### src/rtl/alu.sv
// 16-bit arithmetic/logic/shift unit.
// One-cycle registered result with {CF,ZF,NF,VF,PF,AF} status.
module alu (
  input  logic        clk,
  input  logic        rst,
  input  logic [15:0] A,
  input  logic [15:0] B,
  input  logic [4:0]  F,
  input  logic        Cin,
  output logic [15:0] Result,
  output logic [5:0]  Status
);

  localparam logic [4:0] OP_TRA = 5'b00000;
  localparam logic [4:0] OP_INC = 5'b00001;
  localparam logic [4:0] OP_DEC = 5'b00011;
  localparam logic [4:0] OP_ADD = 5'b00100;
  localparam logic [4:0] OP_ADC = 5'b00101;
  localparam logic [4:0] OP_SUB = 5'b00110;
  localparam logic [4:0] OP_SBB = 5'b00111;
  localparam logic [4:0] OP_AND = 5'b01000;
  localparam logic [4:0] OP_OR  = 5'b01001;
  localparam logic [4:0] OP_XOR = 5'b01010;
  localparam logic [4:0] OP_NOT = 5'b01011;
  localparam logic [4:0] OP_SHL = 5'b10000;
  localparam logic [4:0] OP_SHR = 5'b10001;
  localparam logic [4:0] OP_SAL = 5'b10010;
  localparam logic [4:0] OP_SAR = 5'b10011;
  localparam logic [4:0] OP_ROL = 5'b10100;
  localparam logic [4:0] OP_ROR = 5'b10101;
  localparam logic [4:0] OP_RCL = 5'b10110;
  localparam logic [4:0] OP_RCR = 5'b10111;

  logic        step_op;
  logic        carry_op;
  logic [15:0] op2;
  logic        cx;
  logic [16:0] add_w;
  logic [16:0] sub_w;
  logic        add_af;
  logic        sub_af;
  logic        add_vf;
  logic        sub_vf;

  logic [15:0] res;
  logic        cf;
  logic        zf;
  logic        nf;
  logic        vf;
  logic        pf;
  logic        af;

  // INC/DEC use a constant 1 and ignore Cin; only ADC/SBB chain Cin
  always_comb begin
    step_op  = (F == OP_INC) || (F == OP_DEC);
    carry_op = (F == OP_ADC) || (F == OP_SBB);
    op2      = step_op ? 16'h0001 : B;
    cx       = carry_op ? Cin : 1'b0;
  end

  // Shared adder and subtractor; bit 16 is carry-out or borrow
  always_comb begin
    add_w  = {1'b0, A} + {1'b0, op2} + {16'b0, cx};
    sub_w  = {1'b0, A} - {1'b0, op2} - {16'b0, cx};
    add_af = A[4] ^ op2[4] ^ add_w[4];
    sub_af = A[4] ^ op2[4] ^ sub_w[4];
    add_vf = (A[15] == op2[15]) && (add_w[15] != A[15]);
    sub_vf = (A[15] != op2[15]) && (sub_w[15] != A[15]);
  end

  // Opcode decode: result plus op-specific CF/VF/AF
  always_comb begin
    res = 16'h0000;
    cf  = 1'b0;
    vf  = 1'b0;
    af  = 1'b0;
    case (F)
      OP_TRA: res = A;
      OP_INC, OP_ADD, OP_ADC: begin
        res = add_w[15:0];
        cf  = add_w[16];
        vf  = add_vf;
        af  = add_af;
      end
      OP_DEC, OP_SUB, OP_SBB: begin
        res = sub_w[15:0];
        cf  = sub_w[16];
        vf  = sub_vf;
        af  = sub_af;
      end
      OP_AND: res = A & B;
      OP_OR:  res = A | B;
      OP_XOR: res = A ^ B;
      OP_NOT: res = ~A;
      OP_SHL, OP_SAL: begin
        res = {A[14:0], 1'b0};
        cf  = A[15];
        vf  = A[14] ^ A[15];
      end
      OP_SHR: begin
        res = {1'b0, A[15:1]};
        cf  = A[0];
      end
      OP_SAR: begin
        res = {A[15], A[15:1]};
        cf  = A[0];
      end
      OP_ROL: begin
        res = {A[14:0], A[15]};
        cf  = A[15];
      end
      OP_ROR: begin
        res = {A[0], A[15:1]};
        cf  = A[0];
      end
      OP_RCL: begin
        res = {A[14:0], Cin};
        cf  = A[15];
      end
      OP_RCR: begin
        res = {Cin, A[15:1]};
        cf  = A[0];
      end
      default: res = 16'h0000;
    endcase
  end

  // Flags derived from the final result for every opcode
  always_comb begin
    zf = (res == 16'h0000);
    nf = res[15];
    pf = ~^res[7:0];
  end

  // Output registers; reset wins over any sampled operation
  always_ff @(posedge clk) begin
    if (rst) begin
      Result <= 16'h0000;
      Status <= 6'b010010;
    end else begin
      Result <= res;
      Status <= {cf, zf, nf, vf, pf, af};
    end
  end

endmodule

### config.mk
export PLATFORM = sky130hd
export DESIGN_NAME = alu
export DESIGN_NICKNAME = d
export VERILOG_FILES = /design/src/rtl/alu.sv
export SDC_FILE = /design/constraint.sdc
export NUM_CORES = 1
export LEC_CHECK = 0
export CORE_MARGIN = 5
export CORE_UTILIZATION = 40
export CTS_BUF_LIST = sky130_fd_sc_hd__clkbuf_8
export DETAILED_ROUTE_END_ITERATION = 6
export MAX_ROUTING_LAYER = met4
export PLACE_DENSITY_LB_ADDON = 0.1
export SLEW_MARGIN = 20
export SYNTH_ARGS = -nofsm -noshare
export SYNTH_HDL_FRONTEND = slang
export SYNTH_SLANG_ARGS = --single-unit
export TNS_END_PERCENT = 5
### constraint.sdc
create_clock -name clk -period 5.78 [get_ports clk]
set_clock_uncertainty 0.1 [all_clocks]
set_input_delay 1.156 -clock clk [delete_from_list [all_inputs] [get_ports clk]]
set_output_delay 1.156 -clock clk [all_outputs]
set_load 0.01 [all_outputs]
==> results.yml, run 1 <==
placement:
  hpwl_um: 11400
  gp_congestion: 0.901
  port_buffers: 61
sta:
  period_share_pct: 93.3
  final-max-slew-violation-count: 0
  finalHoldViolations: 0
  setup_viol: 0
  maxSlewHeadroom_pct: 44.1
  max_freq_mhz: 185
  finalSetupTns_ns: 0
  grt_setup_unrepaired: "false"
  layout_min_cycle_time_ns: 5.40
  worstMarginPinSlew_ns: 0.836
  whs_ns: 1.51
layout:
  layout_commonest_cell: "nor2_1"
  areaGrowthSynthToFinish_pct: 20.7
  n_antenna_cell: 0
  mostFrequentLayoutCells: "82 x nor2_1, 81 x ha_1, 69 x inv_1"
  layout-drive-gt1-share_pct: 7.00
  nNetsFinal: 783
flow_run:
  cap_viol_max_count: 0
logic_synthesis:
  avgSynthCellArea_um2: 7.25
  yosysWarningCount: 0
  synthMuxAreaShare_pct: 4.20
  synth_xor_area_share_pct: 5.48
  synth_cells: 596
  synth_fa_ha_area_share_pct: 25.3
  async_flop_share_pct: 0
  yosysUniqueCellTypes: 69
  syn_nets: 721
  mappedNetlistArea_mm2: 0.00432
  synth_compound_area_share_pct: 25.0
  synth_top_family_by_area: "adder cells"
  synth_simple_gate_area_share_pct: 21.6
  ys_seq_area_share_pct: 9.73
  synth-seq-cells: 21
  ys.flop_type: "dfxtp_1"
  synth-edff-count: 0
hold_path:
  hold_depth: 3
  min_from: "F[3]"
  min_path_type: "in -> reg"
  hold_end: "Status[2]$_SDFF_PP0_"
clocking:
  path_clk_slew_ns: 0.08
  cts_hold_buf: 0
  cts_buffer_depth: 2
  cts_setup_buffers: 0
  clock_sinks: 21
  numCtsBuffers: 3
  cts_tree: "done"
  htreeDepth: 1
  ctsResizeCount: 0
  clock-root-buffer: "clkbuf_8"
detailed_routing:
  routedWlPerCell_um: 17.6
  detail-route-antenna-nets: 0
  dr.pass1.iters: 7
  drt_iter0_markers: 330
  avgViaCountPerCell: 5.63
  wirelength_um: 14100
  vias: 4488
  drc_errors: 0
grt:
  track_usage_pct: 22.0
  grt_pass1_wl_um: 22300
  grt_overflow: 0
  grt_max_degree: 27
  antenna_found_initial: 0
  grt_pass1_vias: 4460
run_status:
  status: "finished, final reports clean"
die:
  die_area_mm2: 0.0130
  ios: 62
  die_w_um: 114
  row_count: 38
  initial_core_util_pct: 40.4
  die_h_um: 114
  core_mm2: 0.0107
power_and_ir_drop:
  cellPowerDensity_mw_per_mm2: 149
  p_leak_nw: 2.35
  ir_drop_mv: 0.0839
setup_path:
  crit_chain: "clkdlybuf4s50_1, nand2b_1, nor2_1, nor2_1, ha_1, inv_1, ha_1, nor4b_1, a221oi_2, o21a_1, nor2_1, xnor2_1, a221oi_1, ha_1, nand4_1, nor2b_1, nand4_1, nor4_1, a41o_1"
  crit_buf_inv: 2
  crit_arrival_ns: 5.51
  cp.required_ns: 5.90
  cp.depth: 19
  start_kind: "input port"
  crit_slowest_cell: "clkdlybuf4s50_1"
  critPathMaxFanout: 5
  cp_top_family: "simple AND/OR/NAND/NOR gates"
  cp-end-kind: "flip-flop"
  startpoint: "F[0]"
  path_class: "in -> reg"
  slowest_delay_ns: 0.57
-- area by class of cell --
| cell class | instances | area (um2) |
|---|---|---|
| Tap cell | 140 | 175 |
| Clock inverter | 1 | 3.75 |
| Clock buffer | 3 | 41.3 |
| Sequential cell | 21 | 420 |
| Fill cell | 1117 | 5480 |
| Inverter | 68 | 255 |
| Timing Repair Buffer | 85 | 791 |
| Multi-Input combinational cell | 479 | 3530 |
-- metal layers --
layer	track usage (%)	part of all wire, %	up-vias
li1	-	-	2234
met1	26.3	43	2126
met2	38.7	50	99
met3	1.64	3.4	29
met4	8.39	3.5	0
met5	-	0	-
-- state kept, by name, indices dropped and copies added (netlist names) --
register,cells
Result,15
Status,6
-- cells in the mapped netlist (8+ instances only) --
cell      number  area [um2]
nor2_1        82         308
a221oi_1       8        70.1
nand2_1       31         116
clkbuf_1      18        67.6
dfxtp_1       21         420
nand2b_1       8        50.1
mux2i_1       17         170
a21oi_1       37         185
xnor2_1       22         193
nor3_1        17        85.1
nand3_1       13        65.1
inv_1         68         255
o21ai_0       23         115
nor2b_1       10        62.6
ha_1          81        1010
-- power breakdown --
part	internal, mW	switching [mW]
Combinational	0.236	0.279
Clock	0.0476	0.0537
Sequential	0.159	0.00343
-- per-stage QoR --
| step | area, um2 | std cells | total power, mW | setup slack (ns) | util, % |
|---|---|---|---|---|---|
| finish | 5210 | 797 | 0.779 | 0.385 | 48.7 |
| global route | 5210 | 797 | 0.841 | 0.0864 | 48.7 |
| CTS | 5210 | 797 | 0.785 | 0.371 | 48.7 |
| detailed placement | 5170 | 793 | 0.678 | 0.0704 | 48.3 |
| global placement | 5170 | 793 | 0.675 | -0.141 | 48.3 |
| floorplan | 4320 | 596 | 0.508 | 0.502 | - |
-- worst max-delay path by stage --
stage | end | slack, ns
after floorplan | Status[4]$_SDFF_PP1_ | 0.50
after global placement | Status[4]$_SDFF_PP1_ | -0.14
after detailed placement | Status[4]$_SDFF_PP1_ | 0.07
after CTS | Status[4]$_SDFF_PP1_ | 0.37
after global routing | Status[4]$_SDFF_PP1_ | 0.09
final | Status[4]$_SDFF_PP1_ | 0.38
-- kinds of logic (layout without fill, tap and decap cells) --
family | after synthesis | count (layout)
AO/OA/AOI/OAI | 152 | 152
XOR/XNOR | 27 | 27
adder cells (fa/ha/maj) | 85 | 85
buffers and inverters | 96 | 157
flip-flops | 21 | 21
multiplexers | 18 | 18
AND/OR/NAND/NOR | 197 | 197
No activity file was read; power rests on OpenSTA's default activity.
==> inputs of run 2 (changes only) <==
HOLD_SLACK_MARGIN = 0.1   (was unset)
MAX_ROUTING_LAYER = unset   (was met4)
==> run 2 against run 1 <==
Effect of this change:
- via count shrank 0.13%
- non-clock buffer count fell by 1
- core utilization barely moved
- flip-flop and latch count is the same
- maximum frequency is essentially flat
- global-route usage down 0.23 points
- critical path depth fell by 3
- final cell count fell by 0.13%
- die area did not move
- combinational power is essentially flat
- clock power is essentially flat
- critical path type unchanged
- largest power group unchanged
==> results.yml, run 2 (synthesis gave the netlist of run 1 again) <==
clocking:
  cts_tree: "done"
  numCtsBuffers: 3
  cts_buffer_depth: 2
  clock_sinks: 21
  clock-root-buffer: "clkbuf_8"
  ctsResizeCount: 0
  cts_setup_buffers: 0
  path_clk_slew_ns: 0.08
  htreeDepth: 1
  cts_hold_buf: 0
placement:
  hpwl_um: 11300
  dp.cells: 792
  gp_congestion: 0.895
  dp_slack_ns: 0.0897
  port_buffers: 61
sta:
  grt_setup_unrepaired: "false"
  setup_viol: 0
  worstMarginPinSlew_ns: 0.836
  layout_setup_ws_ns: 0.381
  period_share_pct: 93.4
  finalHoldViolations: 0
  maxSlewHeadroom_pct: 44.1
  final-max-slew-violation-count: 0
  layout_min_cycle_time_ns: 5.40
  finalSetupTns_ns: 0
  max_freq_mhz: 185
setup_path:
  path_class: "in -> reg"
  critPathMaxFanout: 5
  cp.required_ns: 5.89
  crit_buf_inv: 1
  slowest_delay_ns: 0.61
  cp_top_family: "compound AO/OA/AOI/OAI gates"
  crit_chain: "clkdlybuf4s50_1, or2_1, or2_2, fa_1, fa_1, nor2_1, a21oi_1, o22ai_1, a2111o_1, a221oi_1, ha_1, nand4_1, nor2b_1, nand4_1, nor4_1, a41o_1"
  start_kind: "input port"
  cp-end-kind: "flip-flop"
  crit_arrival_ns: 5.51
  crit_slowest_cell: "a221oi_1"
detailed_routing:
  drt_iter0_markers: 267
  avgViaCountPerCell: 5.63
  dr.pass1.iters: 5
  drc_errors: 0
  routedWlPerCell_um: 17.7
  detail-route-antenna-nets: 0
  vias: 4482
  wirelength_um: 14100
grt:
  grt_overflow: 0
  antenna_found_initial: 0
  grt_pass1_wl_um: 22600
  track_usage_pct: 21.8
  grt_pass1_vias: 4424
  grt_max_degree: 27
layout:
  areaGrowthSynthToFinish_pct: 20.8
  top_register: "Result"
  final_util_pct: 48.8
  layout-drive-gt1-share_pct: 6.86
  largest_reg_flops: 15
  n_antenna_cell: 0
  nNetsFinal: 782
  largestRegisters: "Result (15), Status (6)"
  mostFrequentLayoutCells: "82 x nor2_1, 81 x ha_1, 69 x inv_1"
  layout_commonest_cell: "nor2_1"
  stdcell_count: 796
run_status:
  status: "finished, final reports clean"
die:
  initial_core_util_pct: 40.4
  die_h_um: 114
  die_w_um: 114
  core_mm2: 0.0107
  die_area_mm2: 0.0130
  row_count: 38
  ios: 62
power_and_ir_drop:
  p_leak_nw: 2.35
  finalPower_mw: 0.776
  cellPowerDensity_mw_per_mm2: 149
  ir_drop_mv: 0.0811
hold_path:
  min_from: "F[3]"
  hold_end: "Status[2]$_SDFF_PP0_"
  min_path_type: "in -> reg"
  hold_depth: 3
flow_run:
  cap_viol_max_count: 0
[run 2: cell count changes in the layout (fill, tap and decap cells not counted)]
cell	previous run	this run
buf_4	24	22
buf_12	0	1
[run 2: worst max-delay path by stage]
stage                     startpoint                   end  cells past startpoint
after global routing            F[4]  Status[4]$_SDFF_PP1_                     16
after global placement          F[4]  Status[4]$_SDFF_PP1_                     17
after floorplan                 F[0]  Status[4]$_SDFF_PP1_                     20
final                           F[4]  Status[4]$_SDFF_PP1_                     16
after detailed placement        F[4]  Status[4]$_SDFF_PP1_                     16
after CTS                       F[4]  Status[4]$_SDFF_PP1_                     16
[run 2: layout make-up]
type                    count  area, um2
clock buffers               3       41.3
clock inverters             1       3.75
fillers                  1098       5480
inverters                  68        255
multi-input cells         479       3530
flip-flops and latches     21        420
well taps                 140        175
repair buffers             84        796
[run 2: per-layer routing]
layer	up-vias	routed length [um]	track usage (%)
li1	2226	-	-
met1	2095	6000	27.1
met2	133	6920	38.0
met3	28	631	2.49
met4	0	552	9.18
met5	-	0	0
[run 2: report_power, final]
part	internal [mW]	switching [mW]	leakage (nW)
sequential	0.159	0.00333	0.173
clock	0.0476	0.0528	0.0269
combinational	0.234	0.280	2.15
[run 2: stage by stage]
stage               area [um2]  hold slack, ns
finish                    5220            1.51
global route              5220            1.54
CTS                       5220            1.50
detailed placement        5170            1.80
global placement          5170            1.80
floorplan                 4320            1.14
